--- src/rtl/hamming_encoder_seq.sv ---
`default_nettype none
// ============================================================================
//  Module      : hamming_encoder_seq
//  Description : Sequential Hamming(16,11) SECDED encoder. Walks NUM_WORDS
//                11-bit words stored as byte pairs in data memory. It
//                computes p8/p4/p2/p1 plus the overall parity p0 for each
//                word and writes the 16-bit codeword back as two bytes.
//                Optional build macro HAMMING_ERR_INJECT_EN adds inj_en and
//                inj_pos. These flip one codeword bit for decoder test vectors.
//  Revision    : 1.0 - initial release
// ============================================================================
module hamming_encoder_seq #(
    parameter int NUM_WORDS = 15,   // words to encode, 1..127
    parameter int IN_BASE   = 0,    // byte address of first input word
    parameter int OUT_BASE  = 30,   // byte address of first output codeword
    parameter int AW        = 8     // memory address width
) (
    input  logic          Clk,
    input  logic          Reset,
    input  logic          start,
`ifdef HAMMING_ERR_INJECT_EN
    input  logic          inj_en,
    input  logic [3:0]    inj_pos,
`endif
    output logic [AW-1:0] mem_raddr,
    input  logic [7:0]    mem_rdata,
    output logic [AW-1:0] mem_waddr,
    output logic [7:0]    mem_wdata,
    output logic          mem_wen,
    output logic          busy,
    output logic          done
);

    typedef enum logic [2:0] {
        ST_IDLE  = 3'd0,
        ST_RD_LO = 3'd1,
        ST_RD_HI = 3'd2,
        ST_ENC   = 3'd3,
        ST_WR_LO = 3'd4,
        ST_WR_HI = 3'd5,
        ST_DONE  = 3'd6
    } state_t;

    // Base addresses pre-folded with the +1 of the high byte so the datapath
    // only needs one adder per address; truncation gives the modulo-2^AW wrap.
    localparam logic [AW-1:0] c_in_lo  = AW'(IN_BASE);
    localparam logic [AW-1:0] c_in_hi  = AW'(IN_BASE + 1);
    localparam logic [AW-1:0] c_out_lo = AW'(OUT_BASE);
    localparam logic [AW-1:0] c_out_hi = AW'(OUT_BASE + 1);
    localparam logic [6:0]    c_last   = 7'(NUM_WORDS - 1);

    state_t      state_q, state_d;
    logic [6:0]  i_q, i_d;          // current word index
    logic [7:0]  lo_q, lo_d;        // b8..b1 of the current word
    logic [15:0] cw_q, cw_d;        // registered codeword for the write phases

    logic [AW-1:0] w_off;
    logic [10:0]   w_data;          // w_data[n-1] holds data bit bn
    logic          w_p8, w_p4, w_p2, w_p1, w_p0;
    logic [14:0]   w_cw_hi15;
    logic [15:0]   w_cw_clean;
    logic [15:0]   w_cw;

    // Byte offset of word i inside either region (two bytes per word).
    assign w_off = AW'({i_q, 1'b0});

    // Parity generation: the high data bits come straight off the read port in ENC.
    assign w_data = {mem_rdata[2:0], lo_q};
    assign w_p8   = ^w_data[10:4];
    assign w_p4   = w_data[10] ^ w_data[9] ^ w_data[8] ^ w_data[7]
                  ^ w_data[3]  ^ w_data[2] ^ w_data[1];
    assign w_p2   = w_data[10] ^ w_data[9] ^ w_data[6] ^ w_data[5]
                  ^ w_data[3]  ^ w_data[2] ^ w_data[0];
    assign w_p1   = w_data[10] ^ w_data[8] ^ w_data[6] ^ w_data[4]
                  ^ w_data[3]  ^ w_data[1] ^ w_data[0];

    // Codeword bits 15..1: MSW = {b11..b5,p8}, LSW[7:1] = {b4,b3,b2,p4,b1,p2,p1}
    assign w_cw_hi15  = {w_data[10:4], w_p8, w_data[3:1], w_p4, w_data[0], w_p2, w_p1};
    assign w_p0       = ^w_cw_hi15;
    assign w_cw_clean = {w_cw_hi15, w_p0};

`ifdef HAMMING_ERR_INJECT_EN
    // Single-bit corruption is applied after parity so the result is a
    // genuine one-bit error relative to a valid codeword.
    assign w_cw = w_cw_clean ^ (inj_en ? (16'd1 << inj_pos) : 16'd0);
`else
    assign w_cw = w_cw_clean;
`endif

    // State and datapath registers; reset aborts any run in progress.
    always_ff @(posedge Clk) begin
        if (Reset) begin
            state_q <= ST_IDLE;
            i_q     <= 7'd0;
            lo_q    <= 8'd0;
            cw_q    <= 16'd0;
        end else begin
            state_q <= state_d;
            i_q     <= i_d;
            lo_q    <= lo_d;
            cw_q    <= cw_d;
        end
    end

    // Next-state logic and memory-port decode, all from state and registers.
    always_comb begin
        state_d   = state_q;
        i_d       = i_q;
        lo_d      = lo_q;
        cw_d      = cw_q;
        mem_raddr = '0;
        mem_waddr = '0;
        mem_wdata = 8'd0;
        mem_wen   = 1'b0;
        busy      = 1'b1;
        done      = 1'b0;
        case (state_q)
            ST_IDLE: begin
                busy = 1'b0;
                if (start) begin
                    state_d = ST_RD_LO;
                end
            end
            ST_RD_LO: begin
                mem_raddr = c_in_lo + w_off;
                state_d   = ST_RD_HI;
            end
            ST_RD_HI: begin
                lo_d      = mem_rdata;
                mem_raddr = c_in_hi + w_off;
                state_d   = ST_ENC;
            end
            ST_ENC: begin
                cw_d    = w_cw;
                state_d = ST_WR_LO;
            end
            ST_WR_LO: begin
                mem_wen   = 1'b1;
                mem_waddr = c_out_lo + w_off;
                mem_wdata = cw_q[7:0];
                state_d   = ST_WR_HI;
            end
            ST_WR_HI: begin
                mem_wen   = 1'b1;
                mem_waddr = c_out_hi + w_off;
                mem_wdata = cw_q[15:8];
                if (i_q == c_last) begin
                    i_d     = 7'd0;
                    state_d = ST_DONE;
                end else begin
                    i_d     = i_q + 7'd1;
                    state_d = ST_RD_LO;
                end
            end
            ST_DONE: begin
                done    = 1'b1;
                state_d = ST_IDLE;
            end
            default: begin
                busy    = 1'b0;
                state_d = ST_IDLE;
            end
        endcase
    end

endmodule
`default_nettype wire

--- config.mk ---
export PLATFORM = sky130hd
export DESIGN_NAME = hamming_encoder_seq
export DESIGN_NICKNAME = d
export VERILOG_FILES = /design/src/rtl/hamming_encoder_seq.sv
export SDC_FILE = /design/constraint.sdc
export NUM_CORES = 1
export LEC_CHECK = 0
export ABC_AREA = 0
export ABC_CLOCK_PERIOD_IN_PS = 5600
export CAP_MARGIN = 25
export CELL_PAD_IN_SITES_DETAIL_PLACEMENT = 1
export CELL_PAD_IN_SITES_GLOBAL_PLACEMENT = 1
export CORE_ASPECT_RATIO = 1.4
export CORE_MARGIN = 1
export CORE_UTILIZATION = 40
export CTS_CLUSTER_SIZE = 24
export DETAILED_ROUTE_END_ITERATION = 16
export MAX_ROUTING_LAYER = met4
export PLACE_DENSITY = 0.9
export SKIP_CTS_REPAIR_TIMING = 1
export SYNTH_ARGS = -nofsm -noshare
export SYNTH_HDL_FRONTEND = slang
export SYNTH_SLANG_ARGS = --single-unit
--- constraint.sdc ---
create_clock -name Clk -period 5.6 [get_ports Clk]
set_clock_uncertainty 0.2 [all_clocks]
set_input_delay 1.12 -clock Clk [delete_from_list [all_inputs] [get_ports Clk]]
set_output_delay 1.12 -clock Clk [all_outputs]
set_load 0.1 [all_outputs]
==> results of run 1 <==
sequential cells by signal, indices dropped and copies added, names as in the netlist:
name     cells
cw_q        16
i_q          7
lo_q         8
state_q      3
power groups by stage:
stage               Combinational (W)  Clock, W  Sequential [W]
floorplan                    0.000100         0        0.000258
global placement             0.000117         0        0.000266
detailed placement           0.000121         0        0.000266
CTS                          0.000123  0.000217        0.000261
global route                 0.000129  0.000225        0.000262
finish                       0.000122  0.000212        0.000261
metal layers:
layer,vias up,share of wire,global-route usage
li1,800,-,-
met1,805,0.38,0.2126
met2,40,0.57,0.4135
met3,9,0.031,0.03894
met4,0,0.018,0.09762
met5,-,0,-
tightest hold or removal path, cell delays in order, from the launching register on:
cell and delay, ps:
dfxtp_1 310, nand2_1 50, a21oi_1 50
per-stage QoR:
stage,instances,cell area [um^2],utilization
2_1_floorplan,224,1843,-
3_3_place_gp,307,2242,0.5203
3_5_place_dp,308,2257,0.5238
4_1_cts,316,2367,0.5494
5_1_grt,316,2367,0.5494
6_report,316,2367,0.5494
logic make-up after synthesis:
family / share of synthesized area
fa+ha+maj: 0.02037
compound gates: 0.09369
xor+xnor: 0.1500
mux: 0.08690
simple gates: 0.2376
buf+inv: 0.04209
flops: 0.3693
placed cells by master, fill, tap and decap left out, types with 2 or more instances in the layout:
| cell | count |
|---|---|
| nand2_1 | 35 |
| ha_1 | 3 |
| nor2_1 | 30 |
| mux2i_1 | 16 |
| nor3_1 | 4 |
| nand3b_1 | 4 |
| xnor2_1 | 12 |
| inv_1 | 5 |
| xnor3_1 | 2 |
| or4_1 | 2 |
| dfxtp_1 | 34 |
| o21ai_0 | 2 |
| clkbuf_8 | 8 |
| clkdlybuf4s50_1 | 37 |
| xnor2_2 | 2 |
| and2_1 | 7 |
| nand3_1 | 6 |
| a21oi_1 | 24 |
| xor2_1 | 8 |
| nor3b_2 | 2 |
worst min-delay path by stage:
| stage | end | slack, ps | depth (start not counted) |
|---|---|---|---|
| 5_1_grt | cw_q[4] | 280 | 2 |
| 3_5_place_dp | cw_q[9] | 250 | 2 |
| 2_1_floorplan | cw_q[2] | 230 | 2 |
| 3_3_place_gp | cw_q[2] | 240 | 2 |
| 6_report | cw_q[2] | 260 | 2 |
| 4_1_cts | cw_q[2] | 260 | 2 |
final cells by class:
class                           instances  area [um^2]
Tap cell                               60        75.07
Sequential cell                        34        680.7
Fill cell                             525         1942
Clock buffer                            8        110.1
Inverter                                5        18.77
Timing Repair Buffer                   39        392.9
Multi-Input combinational cell        170         1090
==> reports/results.ini, run 1 <==
[placement]
dp_hpwl_um=3298
place_congestion=0.8420
place_ws_ps=1620
port_buffers=37

[timing]
period_minus_slack_ps=4289
fin_ws_ps=1311
final.setup.tns_ps=0
fmax_mhz=233.2
rsz0062_at_grt=no
final_max_slew_viol_count=0
finalCritPeriodShare=0.7658
finalSetupViolations=0
slew_headroom=0.3320
hold_viol_final=0
worst_slew_pin_slew_ps=998.9
holdWs_ps=259.9

[setup_path]
worstRegToRegCells=4
worstPathCellList=inv_1, ha_1, nor3b_1, or3_1, a21oi_1, clkdlybuf4s50_1
startpoint=i_q[0]
path_class=reg -> out
r2r_slack_ps=3140
critPathArrivalTime_ps=2970
reg2reg_from=state_q[0]
crit_slowest_cell=clkdlybuf4s50_1
r2r-end=cw_q[1]
cp_num_cells=6
max_stage_delay_ps=1160
end_kind=output port
required_ps=4280
critPathMaxFanout=7
path_buf_inv=2
cp_top_family=buffers and inverters
crit_path_start_kind=flop
endpoint=mem_waddr[7]

[clock_tree]
cts.sinks=34
cts.htree.levels=2
clk_path_buf_depth=2
cts_made_buffers=5
cts_tree=yes
clk_root_buffer_cell=clkbuf_8
clk_latency_ps=290
cts.reportedPaths.clkPinSlew_ps=60

[routing]
dr.pass1.iters=4
detail-route-antenna-nets=0
viasPerCell=5.234
vias=1654
drt-total-wl_um=4683
drt_iter0_markers=40
drc=0
wire_per_inst_um=14.82

[die]
io-pin-count=38
core_area_um2=4309
start_util=0.4277
die_y_um=82.32
rows=28
die-area_um2=4887
die_w_um=59.37

[cells_and_area]
layout-drive-gt1-share=0.06250
nNetsFinal=269
diodes=0
syn2layout_area_growth_pct=28.45

[pwr]
leakage_nw=0.8282
p_sw_frac=0.2821
powerDensity_nw_per_um2=251.1
p_int_w=0.0004268
power_w=0.0005945
clock_power_share=0.357
ir_worst_vdd_mv=0.1527
p_comb_frac=0.205
seqPwrFrac=0.439
p_sw_w=0.0001677

[synthesis]
syn_nets=238
synth_top_area_share=0.3693
yosys-top-cells-count=nand2_1, dfxtp_1, nor2_1, a21oi_1, mux2i_1
synth.most_common_cell=nand2_1
synth.avg_cell_area_um2=8.228
ys_warn_count=0
synth_enable_flop_cells=0
yosysTopAreaCell=dfxtp_1
synth_area_leaders=dfxtp_1, mux2i_1, nand2_1
synthDistinctLibCells=32
synthCells=224
netlist_area_um2=1843
ys_ff_latch=34
async_flop_share=0
synth_ff_type=dfxtp_1
yosysSeqAreaShare=0.3693

[global_routing]
grt_pass1_vias=1665
overflow=0
grt_pass1_wl_um=7769
grtUsageTotal=0.2189
grt_max_degree=20
antenna_found_initial=0

[worst_hold_path]
min_from=cw_q[2]
hp-class=reg -> reg

[run]
drv_cap=0

[run_status]
status=complete, no violations

Note: power is estimated with default switching activity, not from simulation.
==> inputs of run 2 (changes only) <==
--- a/config.mk
+++ b/config.mk
@@ -6,17 +6,17 @@
 export NUM_CORES = 1
 export LEC_CHECK = 0
 export ABC_AREA = 0
-export ABC_CLOCK_PERIOD_IN_PS = 5600
+export ABC_CLOCK_PERIOD_IN_PS = 4000
 export CAP_MARGIN = 25
 export CELL_PAD_IN_SITES_DETAIL_PLACEMENT = 1
 export CELL_PAD_IN_SITES_GLOBAL_PLACEMENT = 1
 export CORE_ASPECT_RATIO = 1.4
 export CORE_MARGIN = 1
-export CORE_UTILIZATION = 40
+export CORE_UTILIZATION = 37
 export CTS_CLUSTER_SIZE = 24
 export DETAILED_ROUTE_END_ITERATION = 16
 export MAX_ROUTING_LAYER = met4
-export PLACE_DENSITY = 0.9
+export PLACE_DENSITY = 0.84
 export SKIP_CTS_REPAIR_TIMING = 1
 export SYNTH_ARGS = -nofsm -noshare
 export SYNTH_HDL_FRONTEND = slang
==> constraint.sdc (replaced) <==
create_clock -name Clk -period 4 [get_ports Clk]
set_clock_uncertainty 0.2 [all_clocks]
set_input_delay 0.8 -clock Clk [delete_from_list [all_inputs] [get_ports Clk]]
set_output_delay 0.8 -clock Clk [all_outputs]
set_load 0.1 [all_outputs]
==> reports/results.ini, run 2 (synthesis results as in run 1) <==
[clock_tree]
clk_path_buf_depth=2
cts.reportedPaths.clkPinSlew_ps=70
cts_made_buffers=5
cts.sinks=34
cts.htree.levels=2
cts_tree=yes
clk_root_buffer_cell=clkbuf_8
clk_latency_ps=280

[routing]
wl_met3_um=133
wire_per_inst_um=14.81
drc=0
met2_length_um=2637
viasPerCell=5.047
top_layer=met4
drt_iter0_markers=19
vias=1620
detail-route-antenna-nets=0
met1_length_um=1875
dr.pass1.iters=4
drt-total-wl_um=4755

[global_routing]
grt_pass1_vias=1653
grt_pass1_wl_um=7866
grt_max_degree=21
grtUsageTotal=0.2075
overflow=0
antenna_found_initial=0

[setup_path]
path_class=reg -> out
end_kind=output port
critPathMaxFanout=7
crit_path_start_kind=flop
critPathArrivalTime_ps=2160
required_ps=3000
r2r_slack_ps=1890

[die]
rows=30
die_y_um=85.51
core_area_um2=4805
die_w_um=61.65
die-area_um2=5271
io-pin-count=38
start_util=0.3836

[pwr]
power_w=0.0007914
powerDensity_nw_per_um2=346.2
seqPwrFrac=0.457
leakage_nw=0.8760
ir_worst_vdd_mv=0.2287
p_sw_w=0.0002304
clock_power_share=0.328
p_int_w=0.0005610
p_sw_frac=0.2911
p_comb_frac=0.216

[timing]
worst_slew_pin_slew_ps=1035
fin_ws_ps=844.5
final_max_slew_viol_count=0
slew_headroom=0.3073
fmax_mhz=316.9
holdWs_ps=261.1
rsz0062_at_grt=no
finalCritPeriodShare=0.7889
hold_viol_final=0
finalSetupViolations=0
period_minus_slack_ps=3155
final.setup.tns_ps=0

[cells_and_area]
syn2layout_area_growth_pct=24.03
reg_top3=cw_q: 16 flops, lo_q: 8 flops, i_q: 7 flops
diodes=0
layout-drive-gt1-share=0.1673
top_register=cw_q
final_common_cell=nand2_1
nNetsFinal=270
largest_reg_flops=16
layout_common_cells=nand2_1, dfxtp_1, nor2_1, buf_4, a21oi_1

[placement]
place_congestion=0.7935
place_ws_ps=1117
port_buffers=37
dp_hpwl_um=3603

[worst_hold_path]
hp-class=reg -> reg

[run]
drv_cap=0

[run_status]
status=complete, no violations

## run 2: metrics by stage
stage,utilization,instance area (um^2),cells
finish,0.4758,2286,321
global route,0.4758,2286,321
CTS,0.4758,2286,321
detailed placement,0.4568,2195,313
global placement,0.4568,2195,313
floorplan,-,1843,224
## run 2: worst paths after layout
| check | start | end | cells after the start |
|---|---|---|---|
| hold / removal | cw_q[5] | cw_q[5] | 2 |
| setup reg to reg | state_q[0] | i_q[5] | 5 |
| hold reg to reg | cw_q[5] | cw_q[5] | 2 |
| setup / recovery | i_q[0] | mem_waddr[7] | 6 |
## run 2: area by class of cell
| type | count | area [um^2] |
|---|---|---|
| Clock buffer | 7 | 86.33 |
| Clock inverter | 1 | 5.005 |
| Fill cell | 624 | 2519 |
| Inverter | 5 | 18.77 |
| Multi-Input combinational cell | 170 | 1090 |
| Sequential cell | 34 | 680.7 |
| Tap cell | 64 | 80.08 |
| Timing Repair Buffer | 40 | 325.3 |
## run 2: worst max-delay path, cell delays in order (launching register included)
cell	delay [ps]
dfxtp_1	430
inv_1	140
ha_1	240
nor3b_1	170
or3_1	380
a21oi_1	170
buf_4	330
## run 2: power groups by stage
stage               combinational [W]  sequential [W]  clock (W)
floorplan                    0.000140        0.000361          0
global placement             0.000168        0.000369          0
detailed placement           0.000172        0.000369          0
CTS                          0.000172        0.000362   0.000268
global route                 0.000182        0.000363   0.000279
finish                       0.000171        0.000362   0.000259
## run 2: metal layers
| layer | up-vias | global-route usage |
|---|---|---|
| li1 | 803 | - |
| met1 | 772 | 0.2194 |
| met2 | 37 | 0.3617 |
| met3 | 8 | 0.03017 |
| met4 | 0 | 0.1010 |
| met5 | - | - |
==> inputs of run 3 (changes only) <==
--- a/config.mk
+++ b/config.mk
@@ -6,7 +6,7 @@
 export NUM_CORES = 1
 export LEC_CHECK = 0
 export ABC_AREA = 0
-export ABC_CLOCK_PERIOD_IN_PS = 4000
+export ABC_CLOCK_PERIOD_IN_PS = 3100
 export CAP_MARGIN = 25
 export CELL_PAD_IN_SITES_DETAIL_PLACEMENT = 1
 export CELL_PAD_IN_SITES_GLOBAL_PLACEMENT = 1
==> constraint.sdc (replaced) <==
create_clock -name Clk -period 3.1 [get_ports Clk]
set_clock_uncertainty 0.2 [all_clocks]
set_input_delay 0.62 -clock Clk [delete_from_list [all_inputs] [get_ports Clk]]
set_output_delay 0.62 -clock Clk [all_outputs]
set_load 0.1 [all_outputs]
==> reports/results.ini, run 3 (synthesis results as in run 1) <==
[cells_and_area]
nNetsFinal=276
n_fill_cell=563
top_register=cw_q
largest_reg_flops=16
syn2layout_area_growth_pct=45.01
layout_common_cells=nand2_1, dfxtp_1, nor2_1, buf_12, a21oi_1
final_common_cell=nand2_1
diodes=0
reg_top3=cw_q: 16 flops, lo_q: 8 flops, i_q: 7 flops
multiInputGateArea_um2=1106
final_util=0.5563
layout-drive-gt1-share=0.2053
regArea_um2=680.7

[global_routing]
grt_pass1_vias=1761
grtUsageTotal=0.2245
grt_pass1_wl_um=8383
grt_max_degree=18
overflow=0
antenna_found_initial=0

[setup_path]
end_kind=output port
critPathArrivalTime_ps=2050
crit_path_start_kind=flop
worstRegToRegCells=6
critPathMaxFanout=7
r2r_slack_ps=1070
required_ps=2280
path_class=reg -> out

[timing]
holdWs_ps=258.7
final_max_slew_viol_count=0
worst_slew_pin_slew_ps=581.6
period_minus_slack_ps=2865
rsz0062_at_grt=no
fmax_mhz=349.0
finalSetupViolations=0
hold_viol_final=0
finalCritPeriodShare=0.9243
slew_headroom=0.6111

[routing]
top_layer=met4
detail-route-antenna-nets=0
dr.pass1.iters=4
wl_met3_um=126
vias=1654
viasPerCell=5.058
wire_per_inst_um=15.80
met1_length_um=1837
drt_iter0_markers=52
drt-total-wl_um=5166
drc=0
met2_length_um=3128

[clock_tree]
cts.htree.levels=2
clk_latency_ps=280
clk_root_buffer_cell=clkbuf_8
cts.sinks=34
cts_tree=yes
cts_made_buffers=5
cts.reportedPaths.clkPinSlew_ps=70
clk_path_buf_depth=2

[die]
io-pin-count=38
die_y_um=85.51
start_util=0.3836
die_w_um=61.65
rows=30
die-area_um2=5271
core_area_um2=4805

[pwr]
leakage_nw=0.9736
powerDensity_nw_per_um2=393.5
ir_worst_vdd_mv=0.3402
power_w=0.001052

[placement]
dp_hpwl_um=4134
port_buffers=37
place_congestion=0.8550

[worst_hold_path]
min_path_cells=2
hp-class=reg -> reg

[run_status]
status=complete, no violations

[run]
drv_cap=0

[run 3: cell count changes in the layout (fill, tap and decap cells not counted)]
cell / before / now
a21oi_2: 0 / 3
nor2_2: 0 / 2
nor2_1: 30 / 28
buf_12: 0 / 26
buf_4: 30 / 10
a21oi_1: 24 / 21
[run 3: per-layer routing]
metal / vias to the layer above / GRT usage
met2: 40 / 0.4242
met5: - / -
met3: 6 / 0.02715
met1: 795 / 0.2223
met4: 0 / 0.08081
li1: 813 / -
[run 3: final timing paths]
path           start      endpoint
max           i_q[0]  mem_waddr[7]
min          cw_q[3]       cw_q[3]
max reg2reg   i_q[0]        i_q[5]
min reg2reg  cw_q[3]       cw_q[3]
[run 3: through the flow]
stage          instance area [um^2]  TNS (ps)  cells  worst slack (ps)
2_1_floorplan                  1859    -923.8    224            -410.9
3_3_place_gp                   2581         0    319             555.5
3_5_place_dp                   2581         0    319             391.5
4_1_cts                        2673         0    327             217.3
5_1_grt                        2673         0    327             122.6
6_report                       2673         0    327             234.8
[run 3: critical path: stages (launching register included)]
cell and delay, ps:
dfxtp_1 430, inv_1 130, ha_1 240, nor3b_1 180, or3_1 390, a21oi_2 200, buf_12 190
[run 3: power breakdown]
| group | leakage (nW) | switching, W | internal (W) |
|---|---|---|---|
| clock network | 0.0482 | 0.000156 | 0.000179 |
| logic | 0.651 | 0.000136 | 0.000113 |
| registers | 0.275 | 0.0000187 | 0.000449 |
| total | 0.974 | 0.000310 | 0.000741 |
[run 3: cell type report]
| cell class | count | share of cell area |
|---|---|---|
| clock buffer | 7 | 0.03230 |
| clock inverter | 1 | 0.001873 |
| inverter | 5 | 0.007022 |
| multi-input combinational | 170 | 0.4139 |
| sequential | 34 | 0.2547 |
| tap | 64 | 0.02996 |
| timing repair buffer | 46 | 0.2603 |
